--- config.mk ---
export PLATFORM = sky130hd
export DESIGN_NAME = ifu_fetch_flat
export DESIGN_NICKNAME = d
export VERILOG_FILES = /design/src/rtl/ifu_fetch_pkg.sv /design/src/rtl/ifu_fetch_if.sv /design/src/rtl/ifu_fetch.sv /design/src/flat_wrapper.sv
export SDC_FILE = /design/constraint.sdc
export NUM_CORES = 1
export LEC_CHECK = 0
export BUFFER_PORTS_ARGS = -buffer_cell sky130_fd_sc_hd__clkbuf_2
export CORE_MARGIN = 2
export CORE_UTILIZATION = 48
export CTS_CLUSTER_DIAMETER = 150
export DETAILED_ROUTE_END_ITERATION = 8
export PLACE_DENSITY = 0.8
export SLEW_MARGIN = 20
export SYNTH_ARGS = -nofsm -noshare
export SYNTH_HDL_FRONTEND = slang
export SYNTH_SLANG_ARGS = --single-unit
--- constraint.sdc ---
create_clock -name clock -period 2.6 [get_ports clock]
set_input_delay 0 -clock clock [delete_from_list [all_inputs] [get_ports clock]]
set_output_delay 0 -clock clock [all_outputs]
set_load 0.02 [all_outputs]
--- src/rtl/ifu_fetch_pkg.sv ---
// Shared types and constants for the instruction fetch front end.
// Every file that touches the fetch FSM imports this package.
package ifu_fetch_pkg;

  typedef enum logic [1:0] {
    S_REQ  = 2'd0,
    S_RESP = 2'd1,
    S_OUT  = 2'd2
  } ifu_state_e;

  localparam logic [31:0] IFU_RESET_PC = 32'h3000_0000;
  localparam logic [31:0] IFU_PC_STEP  = 32'd4;

  // A fetch may only go out on a word boundary.
  function automatic logic pc_aligned(input logic [1:0] pc_low);
    return pc_low == 2'b00;
  endfunction

endpackage

--- src/rtl/ifu_fetch_if.sv ---
// Bundles the fetch unit's redirect, icache AR/R and decode handshakes.
// The fetch unit uses the master side; the icache, decode and branch logic use the slave side.
interface ifu_fetch_if;

  logic        redirect_i;
  logic [31:0] redirect_pc_i;
  logic        arvalid_o;
  logic [31:0] araddr_o;
  logic        arready_i;
  logic        rvalid_i;
  logic [31:0] rdata_i;
  logic        rready_o;
  logic        valid_o;
  logic        ready_i;
  logic [31:0] pc_o;
  logic [31:0] inst_o;
  logic        err_o;

  modport master (
    input  redirect_i, redirect_pc_i, arready_i, rvalid_i, rdata_i, ready_i,
    output arvalid_o, araddr_o, rready_o, valid_o, pc_o, inst_o, err_o
  );

  modport slave (
    output redirect_i, redirect_pc_i, arready_i, rvalid_i, rdata_i, ready_i,
    input  arvalid_o, araddr_o, rready_o, valid_o, pc_o, inst_o, err_o
  );

endinterface

--- src/rtl/ifu_fetch.sv ---
// Instruction fetch front end: owns the PC, issues one icache fetch at a time,
// and hands {pc, inst, err} to decode. A redirect squashes any wrong-path fetch.
module ifu_fetch
  import ifu_fetch_pkg::*;
#(
  parameter logic [31:0] RESET_PC = IFU_RESET_PC
) (
  input  logic        clock,
  input  logic        reset,
  ifu_fetch_if.master bus
);

  ifu_state_e  state_q;
  logic [31:0] pc_q;
  logic [31:0] inst_q;
  logic        err_q;
  logic        flush_q;

  logic aligned;
  logic req_fire;
  logic beat_fire;
  logic out_fire;

  assign aligned   = pc_aligned(pc_q[1:0]);
  assign req_fire  = (state_q == S_REQ) && aligned && bus.arready_i;
  assign beat_fire = (state_q == S_RESP) && bus.rvalid_i;
  assign out_fire  = (state_q == S_OUT) && bus.ready_i;

  always_ff @(posedge clock or posedge reset) begin
    if (reset) begin
      state_q <= S_REQ;
    end else begin
      case (state_q)
        S_REQ: begin
          if (bus.redirect_i) begin
            // Request was already accepted at the old PC: go drain its beat.
            state_q <= req_fire ? S_RESP : S_REQ;
          end else if (!aligned) begin
            state_q <= S_OUT;
          end else if (bus.arready_i) begin
            state_q <= S_RESP;
          end
        end
        S_RESP: begin
          if (beat_fire) begin
            state_q <= (bus.redirect_i || flush_q) ? S_REQ : S_OUT;
          end
        end
        S_OUT: begin
          if (bus.redirect_i || bus.ready_i) begin
            state_q <= S_REQ;
          end
        end
        default: state_q <= S_REQ;
      endcase
    end
  end

  always_ff @(posedge clock or posedge reset) begin
    if (reset) begin
      pc_q <= RESET_PC;
    end else if (bus.redirect_i) begin
      pc_q <= bus.redirect_pc_i;
    end else if (out_fire) begin
      pc_q <= pc_q + IFU_PC_STEP;
    end
  end

  always_ff @(posedge clock or posedge reset) begin
    if (reset) begin
      inst_q <= '0;
      err_q  <= 1'b0;
    end else if (bus.redirect_i) begin
      err_q <= 1'b0;
    end else if ((state_q == S_REQ) && !aligned) begin
      inst_q <= '0;
      err_q  <= 1'b1;
    end else if (beat_fire && !flush_q) begin
      inst_q <= bus.rdata_i;
    end else if (out_fire) begin
      err_q <= 1'b0;
    end
  end

  // flush_q marks the single outstanding beat as wrong-path.
  always_ff @(posedge clock or posedge reset) begin
    if (reset) begin
      flush_q <= 1'b0;
    end else if (bus.redirect_i && req_fire) begin
      flush_q <= 1'b1;
    end else if (state_q == S_RESP) begin
      if (beat_fire) begin
        flush_q <= 1'b0;
      end else if (bus.redirect_i) begin
        flush_q <= 1'b1;
      end
    end
  end

  // Outputs decode registered state only; held low while reset is asserted.
  assign bus.arvalid_o = !reset && (state_q == S_REQ) && aligned;
  assign bus.araddr_o  = bus.arvalid_o ? pc_q : 32'd0;
  assign bus.rready_o  = !reset && (state_q == S_RESP);
  assign bus.valid_o   = !reset && (state_q == S_OUT);
  assign bus.pc_o      = bus.valid_o ? pc_q : 32'd0;
  assign bus.inst_o    = bus.valid_o ? inst_q : 32'd0;
  assign bus.err_o     = bus.valid_o && err_q;

endmodule

--- src/flat_wrapper.sv ---
// flat-port wrapper written by rule: the top's interface ports become plain ports
module ifu_fetch_flat import ifu_fetch_pkg::*;
#(
  parameter logic [31:0] RESET_PC = IFU_RESET_PC
)
  (clock, reset, bus_redirect_i, bus_redirect_pc_i, bus_arready_i, bus_rvalid_i, bus_rdata_i, bus_ready_i, bus_arvalid_o, bus_araddr_o, bus_rready_o, bus_valid_o, bus_pc_o, bus_inst_o, bus_err_o);
  ifu_fetch_if bus_i ();
  input  logic clock;
  input  logic reset;
  input wire logic [$bits(bus_i.redirect_i)-1:0] bus_redirect_i;
  input wire logic [$bits(bus_i.redirect_pc_i)-1:0] bus_redirect_pc_i;
  input wire logic [$bits(bus_i.arready_i)-1:0] bus_arready_i;
  input wire logic [$bits(bus_i.rvalid_i)-1:0] bus_rvalid_i;
  input wire logic [$bits(bus_i.rdata_i)-1:0] bus_rdata_i;
  input wire logic [$bits(bus_i.ready_i)-1:0] bus_ready_i;
  output wire logic [$bits(bus_i.arvalid_o)-1:0] bus_arvalid_o;
  output wire logic [$bits(bus_i.araddr_o)-1:0] bus_araddr_o;
  output wire logic [$bits(bus_i.rready_o)-1:0] bus_rready_o;
  output wire logic [$bits(bus_i.valid_o)-1:0] bus_valid_o;
  output wire logic [$bits(bus_i.pc_o)-1:0] bus_pc_o;
  output wire logic [$bits(bus_i.inst_o)-1:0] bus_inst_o;
  output wire logic [$bits(bus_i.err_o)-1:0] bus_err_o;
  assign bus_i.redirect_i = bus_redirect_i;
  assign bus_i.redirect_pc_i = bus_redirect_pc_i;
  assign bus_i.arready_i = bus_arready_i;
  assign bus_i.rvalid_i = bus_rvalid_i;
  assign bus_i.rdata_i = bus_rdata_i;
  assign bus_i.ready_i = bus_ready_i;
  assign bus_arvalid_o = bus_i.arvalid_o;
  assign bus_araddr_o = bus_i.araddr_o;
  assign bus_rready_o = bus_i.rready_o;
  assign bus_valid_o = bus_i.valid_o;
  assign bus_pc_o = bus_i.pc_o;
  assign bus_inst_o = bus_i.inst_o;
  assign bus_err_o = bus_i.err_o;
  ifu_fetch #(.RESET_PC(RESET_PC)) u_core (.clock(clock), .reset(reset), .bus(bus_i));
endmodule
==> run summary <==
Status: finished clean
Final std cells w/o fill: 751
Routed wire per std cell: 15.6 um
Psw: 927 uW
N_diodes: 0
Final setup fails: 0
Fin Hold WS: 0.0279 ns
Fillers: 599
Power Dens Cells: 513 mW/mm^2
Die width: 95.1 um
Yosys reg bits: 68
Max Cap Viol: 0
Clk pwr share: 32.1%
Drt first pass iters: 4
Pin count of the biggest net entering global routing: 49
Vias in the first global route: 3,748
RSZ-0062 raised after global routing: false
CTS resizes: 0
HP Class: in -> reg
Util after Layout: 70.5%
Post-synth cell types: 48
Std cell rows: 33
DR vias/cell: 5.44
Total CTS buffers: 9
Logic pwr share: 24.6%
Clock Latency Late Sink: 0.34 ns
Sink Count: 68
Met3 wire len: 753 um
Longest Clk Path Bufs: 2
Async SR Flop Fraction: 100%
Mapped cell area: 0.00398 sq mm
CTS clk-pin slew, worst paths: 0.07 ns
DRC viols: 0
Crit path kind: reg -> out
Pint: 2010 uW
CP Launch Type: flip-flop
First-pass GRT wire length: 17,900 um
Slew HR: 66.0%
EDFF count, synth: 0
Worst Path Required: 2.60 ns
Highest metal used: met4
Die Y: 95.1 um
Max H-tree Level: 3
Min Clock Period, post-route: 2.13 ns
M1 WL: 4830 um
Worst setup EP type: output port
Die ar.: 0.00904 sq mm
NumNets Final: 712
Worst Skew: 0.0106 ns
Vias: 4,084
Crit-path max FO: 44
Final hold violations: 0
Final wirelength: 11,700 um
Routed Antenna Nets: 0
Tightest Pin Transition: 0.505 ns
Antenna violations before repair: 0
Initial Util: 49.0%
Sw Ratio: 31.5%
CP arrival: 2.13 ns
Total power draw: 2940 uW
Primary FF master, synth: dfrtp_1
Dpl cells: 669
GP Congestion: 0.863
Ports: 170
Slew Viols, Final: 0
Final worst-path cycle share: 82.1%
Iteration-0 DRC Markers: 135
Detail Placement HPWL: 7460 um
Post-Syn Instances: 423
Share of cells above drive strength 1: 32.5%
Port Buffers: 167
CTS tree: done
Root Buffer: clkbuf_8
Layout area overhead: 44.0%
Setup TNS: 0 ns
Sequential share of power: 43.3%
Grt total ovfl: 0
Core Region: 0.00813 sq mm
Global Route Usage Sum: 25.2%
Sequential fraction of the synthesis area: 42.8%
Pleak: 0.00279 uW
Yosys warnings: 0
Mapped Avg Cell Area: 9.42 sq um
Met2 wire length: 5930 um
Max Freq: 469 MHz
Maximum VDD drop: 0.235 mV
-- Yosys cell counts, drive strengths merged, types with 5 or more instances --
cell type | count | area share (%)
o21ai | 13 | 1.6
nand3 | 11 | 1.4
a22o | 34 | 7.5
o31ai | 14 | 2.6
nand2 | 24 | 2.3
nand4 | 13 | 2.8
nor2 | 21 | 2.0
inv | 7 | 0.66
a31oi | 14 | 2.2
nand3b | 5 | 0.94
or4 | 16 | 3.0
a21oi | 5 | 0.63
nor3 | 7 | 1.0
and2 | 95 | 15
clkbuf | 21 | 2.2
dfrtp | 66 | 41
buf | 12 | 2.5
-- final timing paths --
path	cells after the start	slack [ns]	startpoint	endpoint
hold reg to reg	1	0.49	u_core.inst_q[18]$_DFFE_PP0P_	u_core.inst_q[18]$_DFFE_PP0P_
max in group asynchronous	4	1.55	reset	u_core.pc_q[29]$_DFFE_PP1P_
min in group asynchronous	3	0.39	reset	u_core.inst_q[31]$_DFFE_PP0P_
setup reg to reg	4	0.58	u_core.state_q[0]$_DFFE_PP0P_	u_core.pc_q[28]$_DFFE_PP1P_
setup / recovery	5	0.47	u_core.state_q[0]$_DFFE_PP0P_	bus_pc_o[4]
hold / removal	4	0.03	bus_redirect_pc_i[27]	u_core.pc_q[27]$_DFFE_PP0P_
-- through the flow --
| step | setup WS (ns) | area, sq um |
|---|---|---|
| after global routing | 0.315 | 5740 |
| final | 0.466 | 5740 |
| after detailed placement | 0.600 | 4860 |
| after floorplan | 0.711 | 3990 |
| after global placement | 0.698 | 4860 |
| after CTS | 0.454 | 5740 |
-- metal layers --
metal / track usage, % / up-vias
li1: - / 1949
met3: 3.79 / 18
met2: 43.3 / 160
met1: 32.0 / 1957
met5: 0 / -
met4: 10.0 / 0
-- power by group through the flow --
stage | Sequential [uW] | Combinational (uW) | Clock [uW]
5_1_grt | 1290 | 788 | 996
6_report | 1270 | 724 | 944
2_1_floorplan | 1240 | 453 | 0
3_5_place_dp | 1290 | 640 | 0
4_1_cts | 1270 | 722 | 952
3_3_place_gp | 1280 | 630 | 0
-- final cells by class --
class / instances / area, sq um / area share, %
tap: 105 / 131 / 2.29
multi-input combinational: 315 / 2080 / 36.3
clock buffer: 9 / 124 / 2.16
sequential: 68 / 1700 / 29.7
timing repair buffer: 240 / 1570 / 27.4
clock inverter: 7 / 91.3 / 1.59
inverter: 7 / 26.3 / 0.458
-- layout by cell type, fill, tap and decap left out, drive strengths merged, types with 2 or more instances in the layout --
cell,count
a21oi,5
a221oi,2
a22o,34
a311oi,2
a31oi,14
and2,95
and3,4
and4,3
buf,7
bufinv,2
clkbuf,176
clkinv,4
conb,2
dfrtp,66
dfstp,2
dlygate4sd3,66
inv,7
mux2,3
nand2,24
nand2b,2
nand3,11
nand3b,5
nand4,13
nor2,21
nor2b,3
nor3,7
nor4,3
nor4b,2
o211ai,2
o21ai,13
o31ai,14
or4,16
xnor2,4
xor2,4
-- kinds of logic (layout without fill, tap and decap cells) --
group           Yosys count  after routing  synth area share [%]
compound gates           88             88                  16.2
xor+xnor                  8              8                  1.76
fa+ha+maj                 1              1                 0.314
buf+inv                  41            263                  5.56
flops                    68             68                  42.8
mux                       4              4                  1.10
other cells               1              2                0.0942
simple gates            212            212                  32.1
-- sequential cells by signal (all words and copies together), names as in the netlist --
register,flops
u_core.flush_q,1
u_core.inst_q,32
u_core.err_q,1
u_core.state_q,2
u_core.pc_q,32
-- timing repair --
item | in CTS | in global routing
buffers inserted | 0 | 0
hold endpoints to repair | 85 | 0
endpoints found under the setup margin | 0 | 0
hold buffers | 66 | 0
-- worst max-delay path, stage by stage (launching register included) --
cell	delay, ns
dfrtp_1	0.48
nand2b_1	0.33
nor2_4	0.40
buf_12	0.24
and2_2	0.17
clkbuf_2	0.16
(Power assumes the default switching activity.)
